===== src/rtl/sw_debounce_sync.sv =====
// Two-flop synchronizer plus per-bit debounce for the 16 slide switches, with registered rise/fall/change strobes.
// Optional change latch (chg_ack/chg_pending/chg_mask) is built when SW_CHANGE_LATCH_EN is defined.
module sw_debounce_sync #(
   parameter  int DEBOUNCE_CNT = 1_000_000,
   localparam int CNT_W        = $clog2(DEBOUNCE_CNT + 1)
) (
   input  logic        CLK100MHZ,
   input  logic        CPU_RESETN,
   input  logic [15:0] SW,
`ifdef SW_CHANGE_LATCH_EN
   input  logic        chg_ack,
   output logic        chg_pending,
   output logic [15:0] chg_mask,
`endif
   output logic [15:0] sw_stable,
   output logic [15:0] sw_rise,
   output logic [15:0] sw_fall,
   output logic        sw_changed
);

   localparam logic [CNT_W-1:0] C_LAST = CNT_W'(DEBOUNCE_CNT - 1);

   logic [15:0]      r_sync1;
   logic [15:0]      r_sync2;
   logic [15:0]      r_stable;
   logic [15:0]      r_rise;
   logic [15:0]      r_fall;
   logic             r_changed;
   logic [CNT_W-1:0] r_cnt     [16];

   logic [CNT_W-1:0] w_cnt_nxt [16];
   logic [15:0]      w_flip;

   // A bit flips only after DEBOUNCE_CNT consecutive mismatching cycles; any match restarts the count.
   always_comb begin
      w_flip = '0;
      for (int i = 0; i < 16; i++) begin
         w_cnt_nxt[i] = '0;
         if (r_sync2[i] != r_stable[i]) begin
            if (r_cnt[i] == C_LAST) begin
               w_flip[i] = 1'b1;
            end else begin
               w_cnt_nxt[i] = r_cnt[i] + CNT_W'(1);
            end
         end
      end
   end

   always_ff @(posedge CLK100MHZ or negedge CPU_RESETN) begin
      if (!CPU_RESETN) begin
         r_sync1   <= '0;
         r_sync2   <= '0;
         r_stable  <= '0;
         r_rise    <= '0;
         r_fall    <= '0;
         r_changed <= 1'b0;
         for (int i = 0; i < 16; i++) begin
            r_cnt[i] <= '0;
         end
      end else begin
         r_sync1   <= SW;
         r_sync2   <= r_sync1;
         r_stable  <= r_stable ^ w_flip;
         r_rise    <= w_flip & ~r_stable;
         r_fall    <= w_flip & r_stable;
         r_changed <= |w_flip;
         for (int i = 0; i < 16; i++) begin
            r_cnt[i] <= w_cnt_nxt[i];
         end
      end
   end

   assign sw_stable  = r_stable;
   assign sw_rise    = r_rise;
   assign sw_fall    = r_fall;
   assign sw_changed = r_changed;

`ifdef SW_CHANGE_LATCH_EN
   logic [15:0] r_chg_mask;
   logic        r_chg_pending;

   // An edge arriving with the ack survives it: the mask restarts from the new edge bits.
   always_ff @(posedge CLK100MHZ or negedge CPU_RESETN) begin
      if (!CPU_RESETN) begin
         r_chg_mask    <= '0;
         r_chg_pending <= 1'b0;
      end else if (chg_ack) begin
         r_chg_mask    <= w_flip;
         r_chg_pending <= |w_flip;
      end else begin
         r_chg_mask    <= r_chg_mask | w_flip;
         r_chg_pending <= |(r_chg_mask | w_flip);
      end
   end

   assign chg_mask    = r_chg_mask;
   assign chg_pending = r_chg_pending;
`endif

endmodule


===== config.mk =====
export PLATFORM = sky130hd
export DESIGN_NAME = sw_debounce_sync
export DESIGN_NICKNAME = d
export VERILOG_FILES = /design/src/rtl/sw_debounce_sync.sv
export SDC_FILE = /design/constraint.sdc
export NUM_CORES = 1
export LEC_CHECK = 0
export ABC_AREA = 0
export BUFFER_PORTS_ARGS = -buffer_cell sky130_fd_sc_hd__buf_2
export CAP_MARGIN = 20
export CORE_MARGIN = 5
export CORE_UTILIZATION = 35
export DETAILED_ROUTE_END_ITERATION = 6
export PLACE_DENSITY = 0.52
export SLEW_MARGIN = 20
export SYNTH_ARGS = -nofsm -noshare
export SYNTH_HDL_FRONTEND = slang
export SYNTH_SLANG_ARGS = --single-unit

===== constraint.sdc =====
create_clock -name CLK100MHZ -period 5.6 [get_ports CLK100MHZ]
set_input_delay 0.84 -clock CLK100MHZ [delete_from_list [all_inputs] [get_ports CLK100MHZ]]
set_output_delay 0.84 -clock CLK100MHZ [all_outputs]
set_load 0.005 [all_outputs]

# Word-level counts from Yosys, hierarchy flattened
# Index checks and enable logic that the tools add are counted.
# word_totals
regBits	401
# classes
add_sub_neg	16
n_eq_ne	32
reduce_logical	1
bitwise_logic	4
mux	64
# op_table
op	n
20-bit two-way mux	32
20-bit by 1-bit adder with 20-bit output, second input constant	16
20-bit equality test, second input constant	16
16-bit AND	2
1-bit two-way mux	32
1-bit != test	16
16-bit inverter	1
16-bit OR reduction	1
16-bit bitwise XOR	1

# Longest topological paths before layout
# Gate-level depths: netlist of run 1.
# depth
word_depth	4
ltp_mapped	9
mapped_depth_nobuf	7

# Least setup slack after synthesis of run 1
# No wires, ideal clock.
# synth_path
kind	reg-to-reg
start	reg r_cnt[300] in the netlist's numbering
end	reg r_changed, in the netlist sw_changed
setup_ns	0.139
path_stages_with_launch	9
setup_slack_ns	3.449
arrival_time_ns	2.012
required_ns	5.461
period_less_slack_ns	2.151
path_buffers	1
cell_sequence	dfrtp_1 > ha_1 > and3_4 > and3_4 > buf_6 > nor3b_1 > nor4_2 > nand3_1 > or4_1
# synth_between
elab_chain_len	4
# synth_rtl
item	line	rtl
start, declared	29	logic [CNT_W-1:0] r_cnt [16];
start signal, assigned by index	68	r_cnt[i] <= w_cnt_nxt[i];
20-bit equality test	40	if (r_cnt[i] == C_LAST) begin
1-bit two-way mux	40	
1-bit two-way mux	39	if (r_sync2[i] != r_stable[i]) begin
16-bit OR reduction	66	r_changed <= |w_flip;
end signal, assigned	66	
end, declared	28	logic r_changed;
# No other way between the ends.

# Worst setup path in the final report of run 1
# Ends and elaborated chain as after synthesis.

==> results.py, run 1 <==
metrics = {
    "outcome": {
        "status": "finished, final reports clean",
    },
    "clocking": {
        "clk_latency_ns": 0.56,
        "cts_setup_buffers": 0,
        "cts_buffer_depth": 3,
        "ctsHoldBuffers": 0,
        "cts_resized": 0,
        "cts_tree": "done",
        "root_buffer": "clkbuf_16",
        "cts_buffers": 46,
        "clk_pin_slew_ns": 0.06,
        "h-tree-depth": 2,
        "clock-sinks": 401,
    },
    "timing": {
        "fin_crit_ns": 2.372,
        "slew_headroom": 0.3779,
        "max_freq_mhz": 421.6,
        "fin_crit_sh": 0.4235,
        "worst_pin_slew_ns": 0.9246,
        "finalSetupViolCount": 0,
        "rsz0062_at_grt": "false",
        "hold_violations": 0,
        "finalMaxSlewViolations": 0,
        "finalSetupTns_ns": 0,
        "whs_ns": 0.1949,
        "skew_ns": 0.01592,
    },
    "finish": {
        "drive_gt1_frac": 0.09264,
        "nNetsFinal": 1833,
        "area_growth_pct": 15.09,
        "diodes": 0,
        "final_cell_mix": "401 x dfrtp_1, 372 x nor2_1, 161 x xor2_1",
        "mostFrequentLayoutCell": "dfrtp_1",
        "finalNonFillerCells": 2507,
    },
    "global_routing": {
        "grt_pass1_wl_mm": 57.77,
        "grt_pass1_vias": 11880,
        "antenna_found_initial": 1,
        "track_usage": 0.1196,
        "grt_max_degree": 142,
        "overflow": 0,
    },
    "critical_path": {
        "r2r-start": "r_cnt[300]",
        "crit_fanout": 7,
        "critical_path_required_ns": 6.03,
        "cp-start-kind": "flip-flop",
        "crit_start": "r_cnt[300]",
        "crit_arrival_ns": 2.80,
        "critical_path_class": "flip-flop to flip-flop",
        "endpoint_kind": "flip-flop",
    },
    "floorplan": {
        "die_y_um": 235.8,
        "io_pins": 67,
        "std_cell_rows": 82,
        "start_util": 0.3549,
        "core_area_um2": 50270,
        "die_area_um2": 55590,
        "die_w_um": 235.8,
    },
    "drt": {
        "drt-initial-drc-count": 717,
        "drt-vias-per-instance": 4.728,
        "drtAntennaViolNets": 0,
        "routedWlPerCell_um": 13.17,
        "drc_errors": 0,
        "dr_total_vias": 11850,
        "drt_first_pass_iters": 5,
        "wl_mm": 33.03,
    },
    "yosys": {
        "synth_area_per_cell_um2": 10.43,
        "synth_seq_cells": 401,
        "async_flop_share": 1.000,
        "synthFlopType": "dfrtp_1",
        "synthCells": 1710,
        "synth_cell_type_count": 44,
        "syn_area_um2": 17840,
        "synth-edff-count": 0,
        "ys_seq_area_frac": 0.5625,
        "syn-num-nets": 1744,
        "yosysWarnings": 0,
    },
    "pwr": {
        "power_mw": 6.264,
        "power.leakage_nw": 9.047,
        "peakVddDrop_mv": 0.1856,
        "p_per_area_nw_per_um2": 305.1,
    },
    "placed_design": {
        "gp_congestion": 0.7586,
        "io_buffers": 66,
        "place_hpwl_mm": 21.21,
        "dp_cells": 2423,
    },
    "flow_run": {
        "drv_cap": 0,
    },
    "min_path": {
        "hold_path.class": "input pin to asynchronous set/reset pin",
    },
}
## layout make-up
cell class | count | area (um^2)
fillers | 4942 | 29740
flip-flops and latches | 401 | 10030
multi-input cells | 1248 | 7533
clock buffers | 67 | 1361
well taps | 672 | 840.8
repair buffers | 70 | 395.4
clock inverters | 17 | 246.5
inverters | 32 | 120.1
## layer usage
layer | vias to the layer above | part of all wire | GRT usage
met2 | 122 | 0.44 | 0.1849
met4 | 2 | 0.019 | 0.02973
met3 | 45 | 0.041 | 0.03037
met1 | 5764 | 0.50 | 0.1697
li1 | 5919 | - | -
met5 | - | 0.00036 | 0
## cells in the mapped netlist, drive strengths merged, types with 3 or more instances
| cell | count | area (um^2) |
|---|---|---|
| nand3 | 132 | 660.6 |
| dfrtp | 401 | 10030 |
| nand2 | 100 | 382.9 |
| o21ai | 9 | 45.04 |
| and3 | 67 | 434.2 |
| clkbuf | 9 | 33.78 |
| nor3b | 34 | 255.2 |
| or4 | 3 | 22.52 |
| ha | 16 | 200.2 |
| inv | 32 | 120.1 |
| xnor2 | 136 | 1191 |
| nand2b | 10 | 62.56 |
| nand4 | 61 | 387.9 |
| or2 | 3 | 18.77 |
| buf | 20 | 118.9 |
| a21oi | 8 | 40.04 |
| and4 | 14 | 122.6 |
| nand3b | 3 | 22.52 |
| nor2b | 4 | 25.02 |
| nor4 | 16 | 106.4 |
| nor3 | 28 | 140.1 |
| nor4bb | 8 | 80.08 |
| xor2 | 161 | 1410 |
| mux2 | 15 | 168.9 |
| nor4b | 13 | 113.9 |
| and2 | 10 | 62.56 |
| nor2 | 372 | 1396 |
| or3 | 15 | 93.84 |
## critical path, cell delays in order (launching register included)
cell and delay [ns]:
dfrtp_1 0.41, ha_1 0.24, and3_4 0.19, and3_4 0.20, nor3b_1 0.17, nor4_2 0.41, nand3_1 0.11, or4_1 0.52
## logic make-up after synthesis
group,Yosys count,synth area share
AND/OR/NAND/NOR,898,0.2486
flip-flops,401,0.5625
XOR/XNOR,297,0.1458
buffers and inverters,61,0.01529
AO/OA/AOI/OAI,22,0.007154
adder cells (fa/ha/maj),16,0.01122
multiplexers,15,0.009468
## path summary, 6_finish.rpt
path                               to  slack (ns)  depth (start not counted)
min in group CLK100MHZ     r_sync2[4]        0.35                          0
setup / recovery           sw_changed        3.23                          7
max in group asynchronous  r_cnt[299]        4.26                          2
setup reg to reg           sw_changed        3.23                          7
hold reg to reg            r_sync2[4]        0.35                          0
hold / removal             sw_rise[4]        0.19                          1
## report_power, final
part           switching (mW)  internal, mW  total (mW)
logic                   0.118        0.0427       0.161
registers              0.0359          2.94        2.97
clock network            1.17          1.96        3.13
total                    1.32          4.94        6.26
## through the flow
stage | instance area [um^2] | util | worst slack, ns
after floorplan | 17840 | - | 3.449
after global placement | 18920 | 0.3764 | 3.253
after detailed placement | 18920 | 0.3764 | 3.207
after CTS | 20530 | 0.4084 | 3.208
after global routing | 20530 | 0.4084 | 3.089
final | 20530 | 0.4084 | 3.228
## state kept, by name, summed over array words and instances (netlist names), named ones only
| register | flops |
|---|---|
| r_sync1 | 16 |
| sw_changed | 1 |
| r_sync2 | 16 |
| r_cnt | 320 |
| sw_rise | 16 |
| sw_fall | 16 |
No activity file was read; power rests on OpenSTA's default activity.
==> run 2, diff against run 1 <==
Settings changed: PLACE_DENSITY 0.52 to 0.54.
Clock period 5.6 ns to 2 ns, I/O delays scaled along.
==> run 2 against run 1 <==
Effect of this change: the flow now finishes with violations (negative setup slack); cell count increased by 7.4%; combinational power grew to 4.3 times the previous value; clock skew hardly changed; fmax rose by 17%; utilization up 3.3 points; total power grew to 2.8 times the previous value; clock power grew to 2.7 times the previous value; routed wire length grew 5.5%; non-clock buffer count rose by 189; sequential share of layout area down 3.6 points; count of clock-buffer cells in the layout rose by 1; critical endpoint unchanged; highest routed layer is now met4.
==> results.py, run 2 (same netlist as run 1, synthesis figures left out) <==
metrics = {
    "critical_path": {
        "max_stage_delay_ns": 0.53,
        "worst-path-stages": 7,
        "crit_chain": "ha_1 -> nand3_1 -> nor2_1 -> nand4_1 -> o22ai_1 -> a221o_1 -> or4_1",
        "slowest_stage": "or4_1",
        "crit_arrival_ns": 2.46,
        "endpoint_kind": "flip-flop",
        "critical_path_required_ns": 2.44,
        "r2r.worst_path.cells": 7,
        "crit_family": "simple AND/OR/NAND/NOR gates",
        "critical_path_class": "flip-flop to flip-flop",
        "cp-start-kind": "flip-flop",
        "crit_buf_inv": 0,
        "crit_fanout": 2,
    },
    "timing": {
        "max_freq_mhz": 494.2,
        "slew_headroom": 0.6576,
        "finalMaxSlewViolations": 0,
        "rsz0062_at_grt": "true",
        "worst_pin_slew_ns": 0.5125,
        "whs_ns": 0.2252,
        "fin_crit_sh": 1.012,
        "finalSetupViolCount": 1,
        "worst_slack_ns": -0.02361,
        "fin_crit_ns": 2.024,
        "hold_violations": 0,
        "skew_ns": 0.01613,
    },
    "finish": {
        "drive_gt1_frac": 0.1693,
        "nFillCells": 4828,
        "mostFrequentLayoutCell": "dfrtp_1",
        "multi_input_area_um2": 7601,
        "regMostFlops": "r_cnt",
        "nNetsFinal": 2021,
        "finalNonFillerCells": 2692,
        "largest_reg_flops": 320,
        "regArea_um2": 10030,
        "final_cell_mix": "401 x dfrtp_1, 372 x nor2_1, 161 x xor2_1",
        "diodes": 0,
        "area_growth_pct": 24.29,
    },
    "floorplan": {
        "io_pins": 67,
        "core_area_um2": 50270,
        "die_w_um": 235.8,
        "start_util": 0.3549,
        "std_cell_rows": 82,
        "die_area_um2": 55590,
        "die_y_um": 235.8,
    },
    "drt": {
        "drt-initial-drc-count": 627,
        "drt-vias-per-instance": 4.635,
        "wl_mm": 34.85,
        "drc_errors": 0,
        "drt_first_pass_iters": 4,
        "routedWlPerCell_um": 12.95,
        "dr_total_vias": 12480,
        "drtAntennaViolNets": 0,
    },
    "global_routing": {
        "grt_pass1_vias": 12720,
        "antenna_found_initial": 1,
        "track_usage": 0.1261,
        "grt_pass1_wl_mm": 60.80,
        "grt_max_degree": 62,
        "overflow": 0,
    },
    "clocking": {
        "h-tree-depth": 2,
        "clk_pin_slew_ns": 0.06,
        "root_buffer": "clkbuf_16",
        "cts_buffer_depth": 3,
        "clock-sinks": 401,
        "cts_tree": "done",
        "cts_buffers": 45,
        "clk_latency_ns": 0.57,
    },
    "flow_run": {
        "drv_cap": 0,
    },
    "placed_design": {
        "dp_cells": 2593,
        "io_buffers": 66,
        "gp_congestion": 0.7631,
        "place_hpwl_mm": 23.99,
    },
    "pwr": {
        "p_per_area_nw_per_um2": 788.8,
        "power.leakage_nw": 10.05,
        "peakVddDrop_mv": 0.4939,
    },
    "outcome": {
        "failed_checks": "negative setup slack",
        "status": "finished with violations",
    },
    "min_path": {
        "hold_path.class": "input pin to asynchronous set/reset pin",
    },
}
-- run 2: cell types whose count changed in the layout (fill, tap and decap cells not counted), sizes merged --
cell | previous run | this run
buf | 70 | 242
clkinv | 7 | 5
clkinvlp | 3 | 0
dlygate4sd3 | 0 | 17
clkbuf | 67 | 68
-- run 2: what timing repair did --
item / 4_1_cts / 5_1_grt
gates resized for setup: 5 / 7
hold buffers: 17 / 0
endpoints found under the setup margin: 20 / 41
setup buffers: 2 / 0
pin swaps: 6 / 5
endpoints found under the hold margin: 127 / 0
-- run 2: worst paths after layout --
check                      slack (ns)    endpoint        from
hold reg to reg                  0.35  r_sync2[3]  r_sync1[3]
setup reg to reg                -0.02  sw_changed   r_cnt[80]
setup / recovery                -0.02  sw_changed   r_cnt[80]
min in group CLK100MHZ           0.35  r_sync2[3]  r_sync1[3]
max in group asynchronous        1.05  r_cnt[172]  CPU_RESETN
hold / removal                   0.23   r_cnt[97]  CPU_RESETN
-- run 2: area by class of cell --
class | count | share of cell area
clock buffers | 68 | 0.05829
clock inverters | 12 | 0.01083
inverters | 32 | 0.005417
multi-input cells | 1248 | 0.3428
flip-flops and latches | 401 | 0.4525
well taps | 672 | 0.03792
repair buffers | 259 | 0.09220
-- run 2: through the flow --
stage / TNS [ns] / instance area [um^2] / utilization / setup slack (ns) / power [mW]
after floorplan: -0.06677 / 17840 / - / -0.06677 / 8.681
after global placement: -1.070 / 20390 / 0.4056 / -0.2853 / 9.120
after detailed placement: -0.9290 / 20390 / 0.4056 / -0.3190 / 9.137
after CTS: -0.1705 / 22140 / 0.4404 / -0.1705 / 17.87
after global routing: -0.1466 / 22170 / 0.4411 / -0.1205 / 18.28
final: -0.02361 / 22170 / 0.4411 / -0.02361 / 17.49
-- run 2: routing by layer --
metal  up-vias  global-route usage  wire length (um)
met5         -                   0                 0
met4         0             0.03466               723
met3        49             0.02605              1198
met2       112              0.2079             16460
met1      6023              0.1704             16470
li1       6293                   -                 -
-- run 2: where the power goes --
part,switching (mW),internal (mW)
clock,3.26,5.24
combinational,0.394,0.293
sequential,0.0843,8.23
total,3.73,13.8
==> run 3, diff against run 2 <==
Settings changed: CTS_BUF_LIST set to sky130_fd_sc_hd__clkbuf_4, HOLD_SLACK_MARGIN set to 0.12.
==> run 3 against run 2 <==
Effect of this change: the flow still finishes with violations (negative setup slack); worst hold slack better by 0.11 ns; critical path depth unchanged; sequential share of layout area is 0.26 points lower; highest routed layer unchanged; register-to-register slack got worse by 0.03 ns; fmax is 1.4% lower; largest power group is now registers; total power shrank 6.6%; die area unchanged.
==> results.py, run 3 (same netlist as run 1, synthesis figures left out) <==
metrics = {
    "outcome": {
        "status": "finished with violations",
        "failed_checks": "negative setup slack",
    },
    "finish": {
        "largest_reg_flops": 320,
        "area_growth_pct": 25.00,
        "nNetsFinal": 2106,
        "final_util": 0.4436,
        "mostFrequentLayoutCell": "dfrtp_1",
        "final_cell_mix": "401 x dfrtp_1, 372 x nor2_1, 161 x xor2_1",
        "nFillCells": 4888,
        "drive_gt1_frac": 0.2107,
        "regMostFlops": "r_cnt",
    },
    "timing": {
        "slew_headroom": 0.6615,
        "fin_crit_ns": 2.053,
        "max_freq_mhz": 487.2,
        "finalMaxSlewViolations": 0,
        "hold_violations": 0,
        "fin_crit_sh": 1.026,
        "rsz0062_at_grt": "true",
        "skew_ns": 0.07149,
        "finalSetupViolCount": 1,
        "worst_pin_slew_ns": 0.5067,
        "worst_slack_ns": -0.05253,
    },
    "pwr": {
        "p_seq_frac": 0.509,
        "p_sw_mw": 4.002,
        "peakVddDrop_mv": 0.2939,
        "sw_frac_of_total": 0.2450,
        "pwr-share-clk": 0.447,
        "power.leakage_nw": 10.23,
        "p_per_area_nw_per_um2": 732.5,
        "internal_power_mw": 12.33,
        "combPwrFrac": 0.045,
    },
    "drt": {
        "routedWlPerCell_um": 12.84,
        "wl_mm": 36.33,
        "drtAntennaViolNets": 0,
        "drt_first_pass_iters": 5,
        "drt-vias-per-instance": 4.598,
        "drt-initial-drc-count": 537,
        "drc_errors": 0,
        "dr_total_vias": 13000,
    },
    "critical_path": {
        "crit_buf_inv": 0,
        "max_stage_delay_ns": 0.41,
        "endpoint_kind": "flip-flop",
        "critical_path_required_ns": 2.67,
        "crit_arrival_ns": 2.72,
        "cp-start-kind": "flip-flop",
        "critical_path_class": "flip-flop to flip-flop",
        "crit_chain": "ha_2 -> and3_4 -> and3_4 -> nor3b_4 -> nor4_4 -> nand3_2 -> or4_1",
        "crit_family": "simple AND/OR/NAND/NOR gates",
        "r2r-start": "r_cnt[300]",
        "crit_fanout": 2,
        "cpMostUsedCell": "and3_4",
        "crit_start": "r_cnt[300]",
        "slowest_stage": "or4_1",
    },
    "floorplan": {
        "core_area_um2": 50270,
        "die_w_um": 235.8,
        "die_y_um": 235.8,
        "die_area_um2": 55590,
        "start_util": 0.3549,
        "std_cell_rows": 82,
        "io_pins": 67,
    },
    "clocking": {
        "cts_buffers": 110,
        "root_buffer": "clkbuf_4",
        "clk_pin_slew_ns": 0.07,
        "h-tree-depth": 3,
        "clk_latency_ns": 0.84,
        "cts_buffer_depth": 3,
        "cts_tree": "done",
        "clock-sinks": 401,
    },
    "global_routing": {
        "track_usage": 0.1318,
        "overflow": 0,
        "antenna_found_initial": 2,
        "grt_max_degree": 62,
        "grt_pass1_vias": 13470,
        "grt_pass1_wl_mm": 63.18,
    },
    "placed_design": {
        "place_hpwl_mm": 23.99,
        "preCtsSetupSlack_ns": -0.3190,
        "io_buffers": 66,
        "gp_congestion": 0.7631,
    },
    "min_path": {
        "hold_start": "r_sync1[8]",
        "hold_path.class": "flip-flop to flip-flop",
    },
    "flow_run": {
        "drv_cap": 0,
    },
}
run 3: metrics by stage:
step	hold slack [ns]	TNS [ns]	instance area [um^2]	instances	power, mW
2_1_floorplan	0.004409	-0.06677	17840	1710	8.681
3_5_place_dp	0.2392	-0.9290	20390	2593	9.137
3_3_place_gp	0.2345	-1.070	20390	2593	9.120
6_report	0.3377	-0.05253	22300	2828	16.34
5_1_grt	0.3504	-0.1447	22300	2828	17.29
4_1_cts	0.3378	-0.2001	22180	2825	16.75
run 3: path summary, 6_finish.rpt:
kind / end / slack (ns) / depth (start not counted)
worst max register to register: sw_changed / -0.05 / 7
min in group asynchronous: r_cnt[24] / 0.69 / 4
worst min-delay path: r_sync2[8] / 0.34 / 0
worst min register to register: r_sync2[8] / 0.34 / 0
worst max-delay path: sw_changed / -0.05 / 7
max in group asynchronous: r_cnt[172] / 0.89 / 5
run 3: area by class of cell:
class	instances	area (um^2)	share of cell area
Tap cell	672	840.8	0.03770
Clock buffer	152	1141	0.05117
Timing Repair Buffer	279	2267	0.1017
Inverter	32	120.1	0.005386
Multi-Input combinational cell	1248	7652	0.3431
Antenna cell	1	2.502	0.0001122
Sequential cell	401	10030	0.4500
Clock inverter	43	242.7	0.01088
run 3: power by group through the flow:
stage                     logic [mW]  registers [mW]  clock network, mW
after CTS                      0.744            8.30               7.70
after detailed placement       0.680            8.46                  0
after floorplan                0.230            8.45                  0
final                          0.731            8.31               7.30
after global placement         0.670            8.45                  0
after global routing           0.834            8.32               8.14
run 3: worst register-to-register path, cell delays in order (launching register included):
cell	delay, ns
dfrtp_1	0.38
ha_2	0.19
and3_4	0.15
and3_4	0.17
nor3b_4	0.15
nor4_4	0.29
nand3_2	0.16
or4_1	0.42
run 3: repair_timing:
item,4_1_cts,5_1_grt
endpoints found under the hold margin,417,0
setup buffers,2,1
hold buffers,35,0
pin swaps,6,6
endpoints found under the setup margin,20,42
gates resized for setup,6,15
gates cloned,0,1
run 3: per-layer routing:
layer	track usage	vias to the layer above	share of wire
met3	0.03189	68	0.041
met4	0.05595	0	0.024
met2	0.2120	169	0.47
li1	-	6530	-
met1	0.1712	6237	0.46
met5	0	-	0
